**config.mk**
```make
export PLATFORM = sky130hd
export DESIGN_NAME = serial_subtractor
export DESIGN_NICKNAME = d
export VERILOG_FILES = /design/src/rtl/serial_sub_pkg.sv /design/src/rtl/full_subtractor.sv /design/src/rtl/serial_subtractor.sv
export SDC_FILE = /design/constraint.sdc
export NUM_CORES = 1
export LEC_CHECK = 0
export CORE_MARGIN = 4
export CORE_UTILIZATION = 45
export CTS_CLUSTER_SIZE = 40
export DETAILED_ROUTE_END_ITERATION = 6
export PLACE_DENSITY = 0.73
export SLEW_MARGIN = 20
export SYNTH_ARGS = -nofsm -noshare
export SYNTH_HDL_FRONTEND = slang
export SYNTH_HIERARCHICAL = 1
export SYNTH_SLANG_ARGS = --single-unit
```
**constraint.sdc**
```tcl
create_clock -name clk -period 1.79 [get_ports clk]
set_input_delay 0.4475 -clock clk [delete_from_list [all_inputs] [get_ports clk]]
set_output_delay 0.4475 -clock clk [all_outputs]
set_load 0.03 [all_outputs]
```
**src/rtl/serial_sub_pkg.sv**
```systemverilog
// serial_sub_pkg: shared types and constants for the bit-serial subtractor.
//   state_e       - control FSM states (IDLE, RUN, DONE)
//   DEFAULT_WIDTH - default operand/result width
package serial_sub_pkg;

  localparam int DEFAULT_WIDTH = 8;

  typedef enum logic [1:0] {
    IDLE = 2'd0,
    RUN  = 2'd1,
    DONE = 2'd2
  } state_e;

endpackage

```
**src/rtl/full_subtractor.sv**
```systemverilog
// full_subtractor: one-bit subtract cell, d = a - b - bi.
//   a, b  - operand bits
//   bi    - borrow in
//   d     - difference bit
//   bout  - borrow out
module full_subtractor (
  input  logic a,
  input  logic b,
  input  logic bi,
  output logic d,
  output logic bout
);

  assign d    = a ^ b ^ bi;
  assign bout = (~a & b) | (b & bi) | (~a & bi);

endmodule

```
**src/rtl/serial_subtractor.sv**
```systemverilog
// serial_subtractor: bit-serial (LSB first) unsigned subtractor,
// diff = (a - b - bin) mod 2^WIDTH, one bit per clock.
//   clk, rst           - clock, asynchronous active-high reset
//   start              - request; sampled only while ready
//   a, b, bin          - minuend, subtrahend, borrow-in (captured on accept)
//   ready / busy / done- IDLE / RUN / DONE status (done is a 1-cycle pulse)
//   diff, bout         - result and MSB borrow of the last completed op
//   ovf                - signed overflow of the last completed op, present
//                        only when SERIAL_SUB_OVF_EN is defined
// Timing: accept at E0, bits processed at E1..E_WIDTH, done for one cycle,
// then back to IDLE.
module serial_subtractor
  import serial_sub_pkg::*;
#(
  parameter int WIDTH = DEFAULT_WIDTH
) (
  input  logic             clk,
  input  logic             rst,
  input  logic             start,
  input  logic [WIDTH-1:0] a,
  input  logic [WIDTH-1:0] b,
  input  logic             bin,
  output logic             ready,
  output logic             busy,
  output logic             done,
  output logic [WIDTH-1:0] diff,
  output logic             bout
`ifdef SERIAL_SUB_OVF_EN
  ,
  output logic             ovf
`endif
);

  localparam int IDX_W = $clog2(WIDTH);

  if (WIDTH < 2 || WIDTH > 32) begin : g_width_chk
    $error("serial_subtractor: WIDTH must be 2..32");
  end

  state_e           state, state_nxt;
  logic [WIDTH-1:0] a_sh, b_sh, res_sh, res_nxt;
  logic             borrow;
  logic [IDX_W-1:0] idx;
  logic             last_bit;
  logic             accept;
  logic             d_bit, bo_bit;

  full_subtractor u_fs (
    .a   (a_sh[0]),
    .b   (b_sh[0]),
    .bi  (borrow),
    .d   (d_bit),
    .bout(bo_bit)
  );

  assign last_bit = (idx == IDX_W'(WIDTH - 1));
  assign accept   = (state == IDLE) && start;
  // New bit enters from the MSB side; after WIDTH shifts bit 0 lands at LSB.
  assign res_nxt  = WIDTH'({d_bit, res_sh} >> 1);

  // ---------------- control FSM ----------------
  always_ff @(posedge clk or posedge rst) begin
    if (rst) state <= IDLE;
    else     state <= state_nxt;
  end

  always_comb begin
    state_nxt = state;
    ready     = 1'b0;
    busy      = 1'b0;
    done      = 1'b0;
    case (state)
      IDLE: begin
        ready = 1'b1;
        if (start) state_nxt = RUN;
      end
      RUN: begin
        busy = 1'b1;
        if (last_bit) state_nxt = DONE;
      end
      DONE: begin
        done      = 1'b1;
        state_nxt = IDLE;
      end
      default: state_nxt = IDLE;
    endcase
  end

  // ---------------- serial datapath ----------------
  always_ff @(posedge clk or posedge rst) begin
    if (rst) begin
      a_sh   <= '0;
      b_sh   <= '0;
      res_sh <= '0;
      borrow <= 1'b0;
      idx    <= '0;
      diff   <= '0;
      bout   <= 1'b0;
    end else if (accept) begin
      a_sh   <= a;
      b_sh   <= b;
      res_sh <= '0;
      borrow <= bin;
      idx    <= '0;
    end else if (state == RUN) begin
      a_sh   <= a_sh >> 1;
      b_sh   <= b_sh >> 1;
      res_sh <= res_nxt;
      borrow <= bo_bit;
      // Wrap to 0 on the last bit so idx never reaches WIDTH.
      idx    <= last_bit ? '0 : idx + IDX_W'(1);
      // Result is published only once complete; partial bits stay internal.
      if (last_bit) begin
        diff <= res_nxt;
        bout <= bo_bit;
      end
    end
  end

`ifdef SERIAL_SUB_OVF_EN
  // Two's-complement overflow: borrow into MSB differs from borrow out.
  always_ff @(posedge clk or posedge rst) begin
    if (rst)                          ovf <= 1'b0;
    else if (state == RUN && last_bit) ovf <= borrow ^ bo_bit;
  end
`endif

  // ---------------- invariants ----------------
  idx_range_a: assert property (@(posedge clk) disable iff (rst)
    idx <= IDX_W'(WIDTH - 1));
  status_a: assert property (@(posedge clk) disable iff (rst)
    $onehot({ready, busy, done}));

endmodule

```
; ---- After elaboration in Yosys (flattened, before gate mapping)
; Cells that the tools add are included.
[word_totals]
reg_bits = 39
elab_cells = 45
[classes]
n_addsub = 1
n_eq_ne = 5
n_mux = 17
bitwise_logic = 9
n_reduce_logical = 5
[ops]
columns = operator, n
row1 = two-way mux 8 bit, 6
row2 = two-way mux 3 bit, 3
row3 = two-way mux 1 bit, 5
row4 = two-way mux 2 bit, 2
row5 = "inequality test 2 bit, second input constant", 2
row6 = one-hot mux 2 bit (2 select lines), 1
row7 = "adder 3 x 1 -> 3 bit, second input constant", 1
row8 = AND 1 bit, 3
row9 = "equality test 3 bit, second input constant", 1
row10 = AND reduction 3 bit, 1
row11 = "equality test 2 x 1 -> 1 bit, second input constant", 1
row12 = "equality test 2 bit, second input constant", 1
row13 = zero test 2 bit, 1
row14 = NOT 1 bit, 2
row15 = OR 1 bit, 2
row16 = AND reduction 2 bit, 1
row17 = nonzero test 2 bit, 1
row18 = bitwise XOR 1 bit, 2
row19 = logical AND 1 bit, 1

; ---- Depth between registers and ports, before layout
[depth]
depth_word = 6
depth_mapped = 5
depth_no_buf = 4

; ---- Modules after synthesis
; The synthesis kept the hierarchy.
[modules_own_cells]
columns = mod, n_inst, cells_each, area_per_inst_um2, seq_area_each_um2
row1 = serial_subtractor, 1, 144, 1636.6, 950.9
row2 = full_subtractor, 1, 3, 27.5, 0.0

; ---- Least setup slack after synthesis
; No wires, ideal clock.
[synth_path]
path_kind = reg2out
start = reg state[0]
end = out done
t_arrival_ns = 1.130
t_required_ns = 1.342
path_slack_ns = 0.213
stages_incl_launch_ff = 4
path_buffers = 2
path_cell_list = dfrtp_1 buf_4 buf_2 nor2_1
[synth_between]
elab_chain_len = 2
[synth_lines]
columns = item, line
row1 = start: declaration, serial_subtractor.sv:40  ; state_e state, state_nxt;
row2 = start signal: assignment, serial_subtractor.sv:64  ; else state <= state_nxt;
row3 = equality test 2 bit, serial_subtractor.sv:72  ; case (state)
row4 = two-way mux 1 bit, serial_subtractor.sv:72
row5 = end: declaration, serial_subtractor.sv:25  ; output logic done,
; Every way passes these cells.

; ---- Worst setup path after layout
[layout_path]
start = reg diff[4]
end = out diff[4]
[layout_rtl]
columns = item, line
row1 = start: declaration, serial_subtractor.sv:26  ; output logic [WIDTH-1:0] diff,
row2 = start signal: assignment, serial_subtractor.sv:114  ; diff <= res_nxt;
; No word-level cell between the ends.

==> impl_metrics.tcl <==
set metrics [dict create \
    cp_num_buf_inv 1 \
    power_density_nw_per_um2 1720 \
    final_area_um2 2170 \
    slowest_stage "clkdlybuf4s50_1" \
    vias 1214 \
    detail_route.first_pass.iterations 4 \
    start_util 0.483 \
    drive_gt1_frac 0.174 \
    finalCritPeriodShare 0.976 \
    synthAdderAreaFrac 0.0271 \
    die_area_um2 4730 \
    htree_num_levels 2 \
    gp_congestion 0.783 \
    synth_simple_gate_area_frac 0.149 \
    fmax_mhz 573 \
    synth-xor-area-share 0 \
    hold_buffers 0 \
    cts_buffers 5 \
    clk_latency_ns 0.28 \
    critPathMaxFanout 2 \
    synthMuxAreaShare 0.0609 \
    grt_overflow 0 \
    drtIter0Drc 139 \
    cp_top_family "buffers and inverters" \
    synth_common_cells "38 x dfrtp_1, 18 x nor2_1, 16 x nor3_1" \
    reg2reg_slack_ns 0.31 \
    grt_usage 0.169 \
    antenna_left 0 \
    peakVddDrop_mv 1.26 \
    clock_path_buffers 2 \
    wl_mm 3.50 \
    startpoint_type "flop" \
    avgSynthCellArea_um2 11.3 \
    grt_setup_unrepaired "false" \
    synth_edf_count 0 \
    skew_ns 0.00545 \
    synth_most_common_cell "dfrtp_1" \
    rows 21 \
    maxCapViolCount 0 \
    ys_types 24 \
    synth_top_family_by_area "simple AND/OR/NAND/NOR gates" \
    hp-class "input port to async pin" \
    fin_crit_ns 1.75 \
    reg2reg_depth 4 \
    io_pins 32 \
    leakage_uw 0.00104 \
    synth_area_leaders "dfrtp_1 57%, mux2_2 6.1%, nor3_1 4.8%" \
    core_area_um2 3440 \
    cts_root_buf "clkbuf_8" \
    slew_headroom 0.788 \
    yosysWarnings 6 \
    status "completed" \
    grt_max_degree 39 \
    clkSinkCount 38 \
    rr_startpoint "idx[0]$_DFFE_PP0P_" \
    ys.flop_type "dfrtp_1" \
    synthArstFlopShare 1.00 \
    path_cells "clkdlybuf4s50_1" \
    crit_arrival_ns 1.30 \
    syn_to_final_growth_pct 30.3 \
    critical_path_class "flop to output port" \
    grt_antenna_before_repair 0 \
    cts_tree "built" \
    wl_per_cell_um 15.2 \
    synthCells 147 \
    cp-end-kind "output port" \
    netlist.area_leader.share 0.571 \
    final_nets 206 \
    tightest_slew_ns 0.318 \
    synth_top_cell_by_area "dfrtp_1" \
    rr_endpoint "diff[5]$_DFFE_PP0P_" \
    antenna_cells 0 \
    synth_area_um2 1660 \
    synth-compound-area-share 0.144 \
    die_y_um 68.8 \
    ys_ff_latch 38 \
    ys_seq_area_frac 0.571 \
    hold_viol 0 \
    post-route-drc-count 0 \
    startpoint "diff[4]$_DFFE_PP0P_" \
    via_per_inst 5.28 \
    critical_path_required_ns 1.34 \
    grt_pass1_wl_mm 5.94 \
    pre_cts_ws_ns -0.0157 \
    setup_viol 0 \
    timing.final.ws_setup_ns 0.0437 \
    die_x_um 68.8 \
    postPlaceCellArea_um2 2040 \
    port_buffers 31 \
    finalMaxSlewViolations 0 \
    cpPeakStageDelay_ns 0.67 \
    syn-num-nets 170 \
    grt_pass1_vias 1305 \
    post-dp-hpwl_mm 2.45 \
    clk_pin_slew_ns 0.07 \
]
final cells by class:
type	instances	area, um^2
Clock buffer	8	110
Fill cell	284	1270
Inverter	6	22.5
Multi-Input combinational cell	93	633
Sequential cell	38	952
Tap cell	46	57.6
Timing Repair Buffer	39	393
placed cells by master, fill, tap and decap left out:
cell             synthesis  layout
nand2_4                  1       1
o31ai_1                  1       1
nor2_1                  18      18
inv_2                    1       1
nand2_1                  5       5
a32oi_1                  2       2
nand2b_1                 3       3
o22ai_1                  2       2
nor3b_1                  6       6
nor3_1                  16      16
dlymetal6s2s_1           0       7
clkdlybuf4s50_1          0      21
buf_12                   0       1
o21bai_1                 1       1
clkinv_1                 1       1
dfrtp_2                  0       1
a21oi_1                  7       7
mux2_2                   9       9
clkbuf_8                 0       8
buf_4                    3      10
fa_1                     1       1
dfrtp_1                 38      37
ha_1                     2       2
o21ba_2                  1       1
or2_1                    1       1
inv_1                    4       4
a22o_1                   9       9
o32ai_1                  8       8
through the flow:
stage                     instances  power (uW)  setup TNS (ns)  hold slack [ns]   util
after floorplan                 147        2550               0            0.461      -
after global placement          222        3000               0            0.481  0.593
after detailed placement        222        3070         -0.0157            0.488  0.593
after CTS                       230        3770               0            0.503  0.625
after global routing            230        3990               0            0.532  0.630
final                           230        3720               0            0.503  0.630
worst max path at each step:
stage | to | slack [ns] | depth (start not counted)
global route | diff[4] | 0.003 | 1
floorplan | done | 0.21 | 3
global placement | b_sh[3]$_DFFE_PP0P_ | 0.04 | 4
detailed placement | borrow$_DFFE_PP0P_ | -0.02 | 4
finish | diff[4] | 0.04 | 1
CTS | diff[6] | 0.005 | 1
report_power, final:
part / internal [uW] / leakage [uW] / switching (uW)
logic: 732 / 0.000513 / 811
registers: 1250 / 0.000467 / 255
clock network: 389 / 0.0000575 / 287
repair_timing:
action                     CTS  global route
buffers inserted             0             0
hold endpoints to repair     0             0
setup endpoints to repair    0             8
resized for setup            0             8
registers in the layout, summed over array words and instances, names as in the netlist:
| signal | cells |
|---|---|
| b_sh | 8 |
| res_sh | 7 |
| borrow | 1 |
| idx | 3 |
| a_sh | 8 |
| state | 2 |
| diff | 8 |
| bout | 1 |
cells by family after synthesis:
logic type,after synthesis
AOI/OAI and AO/OA,31
adders and majority gates,3
buffers and inverters,16
DFF,38
muxes,9
and+or+nand+nor,50
metal layers:
layer / track usage / part of all wire / vias to the layer above
met5: 0 / 0 / -
met4: 0.0438 / 0.0040 / 0
met3: 0.0470 / 0.063 / 2
met2: 0.273 / 0.47 / 39
met1: 0.223 / 0.46 / 578
li1: - / - / 595
(Power assumes the default switching activity.)
